===== src/rtl/pwm_pkg.sv =====
// Shared types and constants for the PWM run controller and its timebase.
package pwm_pkg;

    typedef enum logic [1:0] {
        IDLE  = 2'd0,
        RUN   = 2'd1,
        DRAIN = 2'd2
    } pwm_run_state_t;

    localparam int unsigned DEFAULT_PERIOD_CYCLES = 5000;

endpackage


===== src/rtl/pwm_shadow_reg.sv =====
// Double-buffered period/duty config: valid/ready capture into a shadow,
// commit to the active registers when the controller allows it.
module pwm_shadow_reg #(
    parameter int unsigned CNT_WIDTH             = 32,
    parameter int unsigned DEFAULT_PERIOD_CYCLES = 5000
) (
    input  logic                 clk,
    input  logic                 rst_n,
    input  logic                 cfg_valid,
    output logic                 cfg_ready,
    input  logic [CNT_WIDTH-1:0] cfg_period,
    input  logic [CNT_WIDTH-1:0] cfg_duty,
    input  logic                 commit_en,
    output logic [CNT_WIDTH-1:0] period,
    output logic [CNT_WIDTH-1:0] duty,
    output logic                 update_applied
);

    logic                 pending_q, pending_d;
    logic [CNT_WIDTH-1:0] sh_period_q, sh_period_d;
    logic [CNT_WIDTH-1:0] sh_duty_q, sh_duty_d;
    logic [CNT_WIDTH-1:0] period_q, period_d;
    logic [CNT_WIDTH-1:0] duty_q, duty_d;
    logic                 update_applied_q, update_applied_d;
    logic                 capture, commit;

    assign cfg_ready = !pending_q;
    // pending gates capture, so capture and commit are mutually exclusive
    assign capture   = cfg_valid && !pending_q;
    assign commit    = pending_q && commit_en;

    always_comb begin
        pending_d        = pending_q;
        sh_period_d      = sh_period_q;
        sh_duty_d        = sh_duty_q;
        period_d         = period_q;
        duty_d           = duty_q;
        update_applied_d = commit;
        if (capture) begin
            pending_d   = 1'b1;
            sh_period_d = cfg_period;
            sh_duty_d   = cfg_duty;
        end else if (commit) begin
            pending_d = 1'b0;
            period_d  = sh_period_q;
            duty_d    = (sh_duty_q > sh_period_q) ? sh_period_q : sh_duty_q;
        end
    end

    always_ff @(posedge clk or negedge rst_n) begin
        if (!rst_n) begin
            pending_q        <= 1'b0;
            sh_period_q      <= '0;
            sh_duty_q        <= '0;
            period_q         <= CNT_WIDTH'(DEFAULT_PERIOD_CYCLES);
            duty_q           <= '0;
            update_applied_q <= 1'b0;
        end else begin
            pending_q        <= pending_d;
            sh_period_q      <= sh_period_d;
            sh_duty_q        <= sh_duty_d;
            period_q         <= period_d;
            duty_q           <= duty_d;
            update_applied_q <= update_applied_d;
        end
    end

    assign period         = period_q;
    assign duty           = duty_q;
    assign update_applied = update_applied_q;

endmodule


===== src/rtl/pwm_run_ctrl.sv =====
// Run sequencer in front of one PWM timebase: run/burst/stop/abort FSM,
// period counter, and boundary-synchronous config commit.
module pwm_run_ctrl #(
    parameter int unsigned CNT_WIDTH             = 32,
    parameter int unsigned DEFAULT_PERIOD_CYCLES = pwm_pkg::DEFAULT_PERIOD_CYCLES,
    parameter int unsigned BURST_WIDTH           = 16
) (
    input  logic                   clk,
    input  logic                   rst_n,
    input  logic                   cfg_valid,
    output logic                   cfg_ready,
    input  logic [CNT_WIDTH-1:0]   cfg_period,
    input  logic [CNT_WIDTH-1:0]   cfg_duty,
    input  logic                   start,
    input  logic                   stop,
    input  logic                   abort,
    input  logic [BURST_WIDTH-1:0] burst_len,
    input  logic                   tb_period_end,
    output logic                   tb_enable,
    output logic [CNT_WIDTH-1:0]   tb_period_cycles,
    output logic [CNT_WIDTH-1:0]   duty_cycles,
    output logic                   busy,
    output logic                   done,
    output logic                   update_applied,
    output logic [BURST_WIDTH-1:0] periods_done
);

    import pwm_pkg::*;

    pwm_run_state_t         state_q, state_d;
    logic                   tb_enable_q, tb_enable_d;
    logic                   done_q, done_d;
    logic [BURST_WIDTH-1:0] periods_done_q, periods_done_d;
    logic [BURST_WIDTH-1:0] burst_q, burst_d;
    logic [BURST_WIDTH-1:0] periods_inc;
    logic                   last_period;

    assign periods_inc = (&periods_done_q) ? periods_done_q : periods_done_q + 1'b1;
    // widened compare so a saturated counter never wraps into a false match
    assign last_period = (burst_q != '0) &&
                         ((BURST_WIDTH+1)'(periods_done_q) + 1'b1 == (BURST_WIDTH+1)'(burst_q));

    always_comb begin
        state_d        = state_q;
        done_d         = 1'b0;
        periods_done_d = periods_done_q;
        burst_d        = burst_q;
        case (state_q)
            IDLE: begin
                if (!abort && start) begin
                    state_d        = RUN;
                    periods_done_d = '0;
                    burst_d        = burst_len;
                end
            end
            RUN: begin
                if (abort) begin
                    state_d = IDLE;
                end else if (tb_period_end) begin
                    periods_done_d = periods_inc;
                    if (last_period) begin
                        state_d = IDLE;
                        done_d  = 1'b1;
                    end else if (stop) begin
                        state_d = DRAIN;
                    end
                end else if (stop) begin
                    state_d = DRAIN;
                end
            end
            DRAIN: begin
                if (abort) begin
                    state_d = IDLE;
                end else if (tb_period_end) begin
                    state_d        = IDLE;
                    done_d         = 1'b1;
                    periods_done_d = periods_inc;
                end
            end
            default: state_d = IDLE;
        endcase
        tb_enable_d = (state_d != IDLE);
    end

    always_ff @(posedge clk or negedge rst_n) begin
        if (!rst_n) begin
            state_q        <= IDLE;
            tb_enable_q    <= 1'b0;
            done_q         <= 1'b0;
            periods_done_q <= '0;
            burst_q        <= '0;
        end else begin
            state_q        <= state_d;
            tb_enable_q    <= tb_enable_d;
            done_q         <= done_d;
            periods_done_q <= periods_done_d;
            burst_q        <= burst_d;
        end
    end

    assign tb_enable    = tb_enable_q;
    assign busy         = (state_q != IDLE);
    assign done         = done_q;
    assign periods_done = periods_done_q;

    pwm_shadow_reg #(
        .CNT_WIDTH            (CNT_WIDTH),
        .DEFAULT_PERIOD_CYCLES(DEFAULT_PERIOD_CYCLES)
    ) u_shadow (
        .clk           (clk),
        .rst_n         (rst_n),
        .cfg_valid     (cfg_valid),
        .cfg_ready     (cfg_ready),
        .cfg_period    (cfg_period),
        .cfg_duty      (cfg_duty),
        .commit_en     ((state_q == IDLE) || tb_period_end),
        .period        (tb_period_cycles),
        .duty          (duty_cycles),
        .update_applied(update_applied)
    );

endmodule


===== config.mk =====
export PLATFORM = sky130hd
export DESIGN_NAME = pwm_run_ctrl
export DESIGN_NICKNAME = d
export VERILOG_FILES = /design/src/rtl/pwm_pkg.sv /design/src/rtl/pwm_shadow_reg.sv /design/src/rtl/pwm_run_ctrl.sv
export SDC_FILE = /design/constraint.sdc
export NUM_CORES = 1
export LEC_CHECK = 0
export ABC_AREA = 1
export CAP_MARGIN = 40
export CORE_MARGIN = 4
export CORE_UTILIZATION = 52
export CTS_CLUSTER_SIZE = 25
export DETAILED_ROUTE_END_ITERATION = 10
export PLACE_DENSITY = 0.81
export SETUP_SLACK_MARGIN = 0.5
export SLEW_MARGIN = 20
export SYNTH_ARGS = -nofsm -noshare
export SYNTH_HDL_FRONTEND = slang
export SYNTH_SLANG_ARGS = --single-unit

===== constraint.sdc =====
create_clock -name clk -period 2.19 [get_ports clk]
set_input_delay 0.438 -clock clk [delete_from_list [all_inputs] [get_ports clk]]
set_output_delay 0.438 -clock clk [all_outputs]
set_load 0.005 [all_outputs]

==> flow_summary.yaml <==
outcome:
  status: "finished with violations"
  failed_checks: "negative setup slack"
logic_synthesis:
  synth-seq-cells: 166
  synth-seq-area-share_pct: 50.4
  mappedNetlistNets: 1140
  library_cells_used_by_synthesis: 32
  avgSynthCellArea_um2: 8.12
  synthesis.area_um2: 8250
  synth-warning-count: 0
  synthesis.instances: 1016
setup_path:
  critical_path_endpoint_category: "register"
  max_stage_delay_ns: 0.42
  cp_slowest_cell: "sky130_fd_sc_hd__dfrtp_1"
  timing.critical_path.cells: "ha_4 > nand2_4 > nor2_4 > nand4_1 > buf_4 > nor4_4 > buf_4 > nand2_2 > nand2_4 > buf_6 > buf_12 > nand2_2 > nand3_2 > nand2_2"
  cp-start-kind: "register"
  rr_startpoint: "u_shadow.sh_duty_q[31]$_DFFE_PN0P_"
  worst_setup_path_category: "reg2reg"
  cp.required_ns: 2.51
  crit_top_cell: "sky130_fd_sc_hd__nand2_2"
  critical_path_peak_fanout: 5
  startpoint: "u_shadow.sh_duty_q[31]$_DFFE_PN0P_"
  worst_ep_arrival_time_ns: 2.54
sta:
  fin_crit_sh_pct: 101
  fin_worst_skew_ns: 0.00981
  grt_setup_unrepaired: "true"
  setup_ws_ns: -0.0291
  timing.final.crit_period_ns: 2.22
  final_max_slew_violation_count: 0
  sum_of_negative_setup_slack_ns: -0.176
  worst_pin_slew_ns: 0.546
  fmax_mhz: 451
  finalSetupViolations: 16
  finalHoldViolations: 0
  slew-limit-headroom_pct: 63.6
layout:
  num-fill-cells: 984
  antenna_cells: 0
  synthToLayoutAreaGrowth_pct: 45.3
  fin_nets: 1372
  drive_above_1_share_pct: 21.2
placement:
  place_congestion: 0.890
  dp.final_hpwl_um: 16200
  place.port_buffers: 171
route:
  drt_pass1_iterations: 5
  dr.first_iter.drc_count: 764
  drt.antenna.violating_nets: 0
  num_vias: 8162
  vias_per_cell: 5.54
  routed_wire_length_per_instance_um: 17.9
  drcViolationCount: 0
  drt-total-wl_um: 26300
global_route:
  grt_antenna_before_repair: 0
  global_route.usage.total_pct: 28.0
  grt_first_pass_wirelength_um: 40100
  overflow: 0
  grt_start_max_net_pins: 51
  grt_pass1_vias: 8076
die:
  initial_utilization_pct: 53.7
  die_w_um: 134
  fp-row-count: 45
  die_h_um: 134
  ios: 172
  core_region_area_um2: 15400
  die-area_um2: 17900
power:
  power_density_nw_per_um2: 1590
  worst_ir_drop_vdd_v: 0.000969
  p_total_w: 0.0190
  static-leakage-power_nw: 5.81
cts:
  cts.htree.levels: 4
  tritoncts_sink_count: 166
  cts_root_buf: "sky130_fd_sc_hd__clkbuf_16"
  clkSlewWorstSetupHoldPaths_ns: 0.07
  clock_path_buffers: 2
  cts-buffers-inserted: 17
  insertion_delay_ns: 0.44
  tritoncts: "built"
flow_run:
  timing.max_cap.violations: 0
worst_hold_path:
  hold_removal_path_class: "reg2reg"
  worst_hold_startpoint: "u_shadow.duty[26]$_DFFE_PN0P_"
==> cell families after synthesis <==
kind of cell	count (synthesis)	share of synthesized area, %
AO/OA/AOI/OAI	170	10.6
adder cells (fa/ha/maj)	37	5.61
buffers and inverters	159	7.67
flip-flops	166	50.4
multiplexers	1	0.136
AND/OR/NAND/NOR	483	25.6
==> registers in the layout (all words and copies together), names as in the netlist <==
| register | flops |
|---|---|
| u_shadow.pending_q | 1 |
| tb_enable | 1 |
| u_shadow.period | 32 |
| u_shadow.duty | 32 |
| burst_q | 16 |
| done | 1 |
| periods_done | 16 |
| state_q | 2 |
| u_shadow.sh_period_q | 32 |
| u_shadow.sh_duty_q | 32 |
| u_shadow.update_applied | 1 |
==> worst paths after layout <==
check | cells past startpoint | end | slack [ns]
worst min register to register | 2 | u_shadow.duty[26]$_DFFE_PN0P_ | 0.47
worst min-delay path | 2 | u_shadow.duty[26]$_DFFE_PN0P_ | 0.47
min in group asynchronous | 2 | u_shadow.sh_duty_q[9]$_DFFE_PN0P_ | 0.52
max in group asynchronous | 3 | periods_done[10]$_DFFE_PN0P_ | 0.99
worst max register to register | 14 | u_shadow.duty[9]$_DFFE_PN0P_ | -0.03
worst max-delay path | 14 | u_shadow.duty[9]$_DFFE_PN0P_ | -0.03
==> worst max-delay path, delay by kind of cell (launching register included) <==
family / cells / cell delay (ns)
flip-flops: 1 / 0.42
adder cells (fa/ha/maj): 1 / 0.30
buffers and inverters: 4 / 0.62
AND/OR/NAND/NOR: 9 / 0.77
==> layout by cell type, fill, tap and decap left out, types with 3 or more instances in the layout <==
cell type and instances:
sky130_fd_sc_hd__inv_2 13, sky130_fd_sc_hd__ha_4 8, sky130_fd_sc_hd__nand3_4 3, sky130_fd_sc_hd__nand2_4 11
sky130_fd_sc_hd__dfrtp_2 8, sky130_fd_sc_hd__nor2_1 81, sky130_fd_sc_hd__nand4_1 22, sky130_fd_sc_hd__buf_6 17
sky130_fd_sc_hd__nand3_1 74, sky130_fd_sc_hd__nand3_2 36, sky130_fd_sc_hd__nand2_2 32, sky130_fd_sc_hd__buf_4 52
sky130_fd_sc_hd__ha_1 29, sky130_fd_sc_hd__a21oi_1 81, sky130_fd_sc_hd__buf_12 11, sky130_fd_sc_hd__dlygate4sd2_1 78
sky130_fd_sc_hd__nor2_2 7, sky130_fd_sc_hd__nand2_1 200, sky130_fd_sc_hd__a21oi_2 3, sky130_fd_sc_hd__inv_6 4
sky130_fd_sc_hd__nor2_4 13, sky130_fd_sc_hd__clkdlybuf4s50_1 86, sky130_fd_sc_hd__dfstp_2 5, sky130_fd_sc_hd__o21ai_1 19
sky130_fd_sc_hd__inv_1 100, sky130_fd_sc_hd__clkinv_4 3, sky130_fd_sc_hd__clkinvlp_4 5, sky130_fd_sc_hd__o21ai_0 57
sky130_fd_sc_hd__o21a_1 3, sky130_fd_sc_hd__dfrtp_1 153, sky130_fd_sc_hd__clkbuf_16 18
==> layer usage <==
| layer | vias up | wire length, um | part of all wire, % | track usage (%) |
|---|---|---|---|---|
| met2 | 420 | 13200 | 50 | 47.2 |
| met3 | 74 | 2150 | 8.2 | 6.68 |
| met4 | 0 | 820 | 3.1 | 10.7 |
| met5 | - | 0 | 0 | 0 |
| met1 | 3880 | 10100 | 39 | 35.0 |
| li1 | 3788 | - | - | - |
==> Yosys cell counts <==
master                     count  share of area [%]
sky130_fd_sc_hd__nand4_1      22                1.7
sky130_fd_sc_hd__o211ai_1      2               0.18
sky130_fd_sc_hd__nand2_1     238                 11
sky130_fd_sc_hd__nand3_2       3               0.36
sky130_fd_sc_hd__a211oi_1      1              0.091
sky130_fd_sc_hd__o21ai_0      63                3.8
sky130_fd_sc_hd__clkinv_1      1              0.045
sky130_fd_sc_hd__dfrtp_1     161                 49
sky130_fd_sc_hd__nand3_1     110                6.7
sky130_fd_sc_hd__a21oi_1      84                5.1
sky130_fd_sc_hd__o21bai_1      1              0.091
sky130_fd_sc_hd__o21ai_1      15               0.91
sky130_fd_sc_hd__o21a_1        3               0.27
sky130_fd_sc_hd__a21oi_2       1               0.11
sky130_fd_sc_hd__nor2_2        3               0.23
sky130_fd_sc_hd__inv_1       114                5.2
sky130_fd_sc_hd__or2_1         1              0.076
sky130_fd_sc_hd__buf_1         2              0.091
sky130_fd_sc_hd__nor3_2        1               0.12
sky130_fd_sc_hd__ha_1         37                5.6
sky130_fd_sc_hd__nor2_4        5               0.68
sky130_fd_sc_hd__nor3_1        1              0.061
sky130_fd_sc_hd__buf_6         4               0.55
sky130_fd_sc_hd__nor2_1       89                4.0
sky130_fd_sc_hd__buf_2         5               0.30
sky130_fd_sc_hd__mux2_2        1               0.14
sky130_fd_sc_hd__clkbuf_1     33                1.5
sky130_fd_sc_hd__nand4_2       1               0.15
sky130_fd_sc_hd__nor4_1        2               0.15
sky130_fd_sc_hd__or2_2         2               0.15
sky130_fd_sc_hd__nand2_2       5               0.38
sky130_fd_sc_hd__dfstp_2       5                1.6
==> where the power goes <==
| group | leakage [nW] | internal, W | switching (W) |
|---|---|---|---|
| sequential | 1.93 | 0.00457 | 0.000790 |
| clock | 0.257 | 0.00158 | 0.00131 |
| combinational | 3.62 | 0.00464 | 0.00613 |
==> stage by stage <==
step	hold slack, ns	setup slack [ns]	utilization (%)	area (um^2)	std cells
floorplan	0.142	0.332	-	8340	1016
global placement	0.407	-0.158	67.9	10400	1388
detailed placement	0.408	-0.202	67.9	10400	1388
CTS	0.477	-0.0564	74.4	11400	1453
global route	0.483	-0.127	78.0	12000	1472
finish	0.470	-0.0291	78.0	12000	1472
==> what timing repair did <==
| action | CTS | global route |
|---|---|---|
| pin swaps | 30 | 47 |
| hold buffers | 1 | 0 |
| hold endpoints to repair | 37 | 0 |
| gates resized for setup | 157 | 104 |
| setup buffers | 27 | 17 |
| setup endpoints to repair | 146 | 59 |
| cloned | 5 | 2 |
==> cell type report <==
class                           instances  area, um^2  share of cell area [%]
Tap cell                              211         264                    2.20
Sequential cell                       166        4170                    34.8
Multi-Input combinational cell        695        4070                    33.9
Clock inverter                         13         125                    1.04
Clock buffer                           19         433                    3.61
Timing Repair Buffer                  253        2490                    20.8
Inverter                              115         437                    3.64
Note: power is estimated with default switching activity, not from simulation.
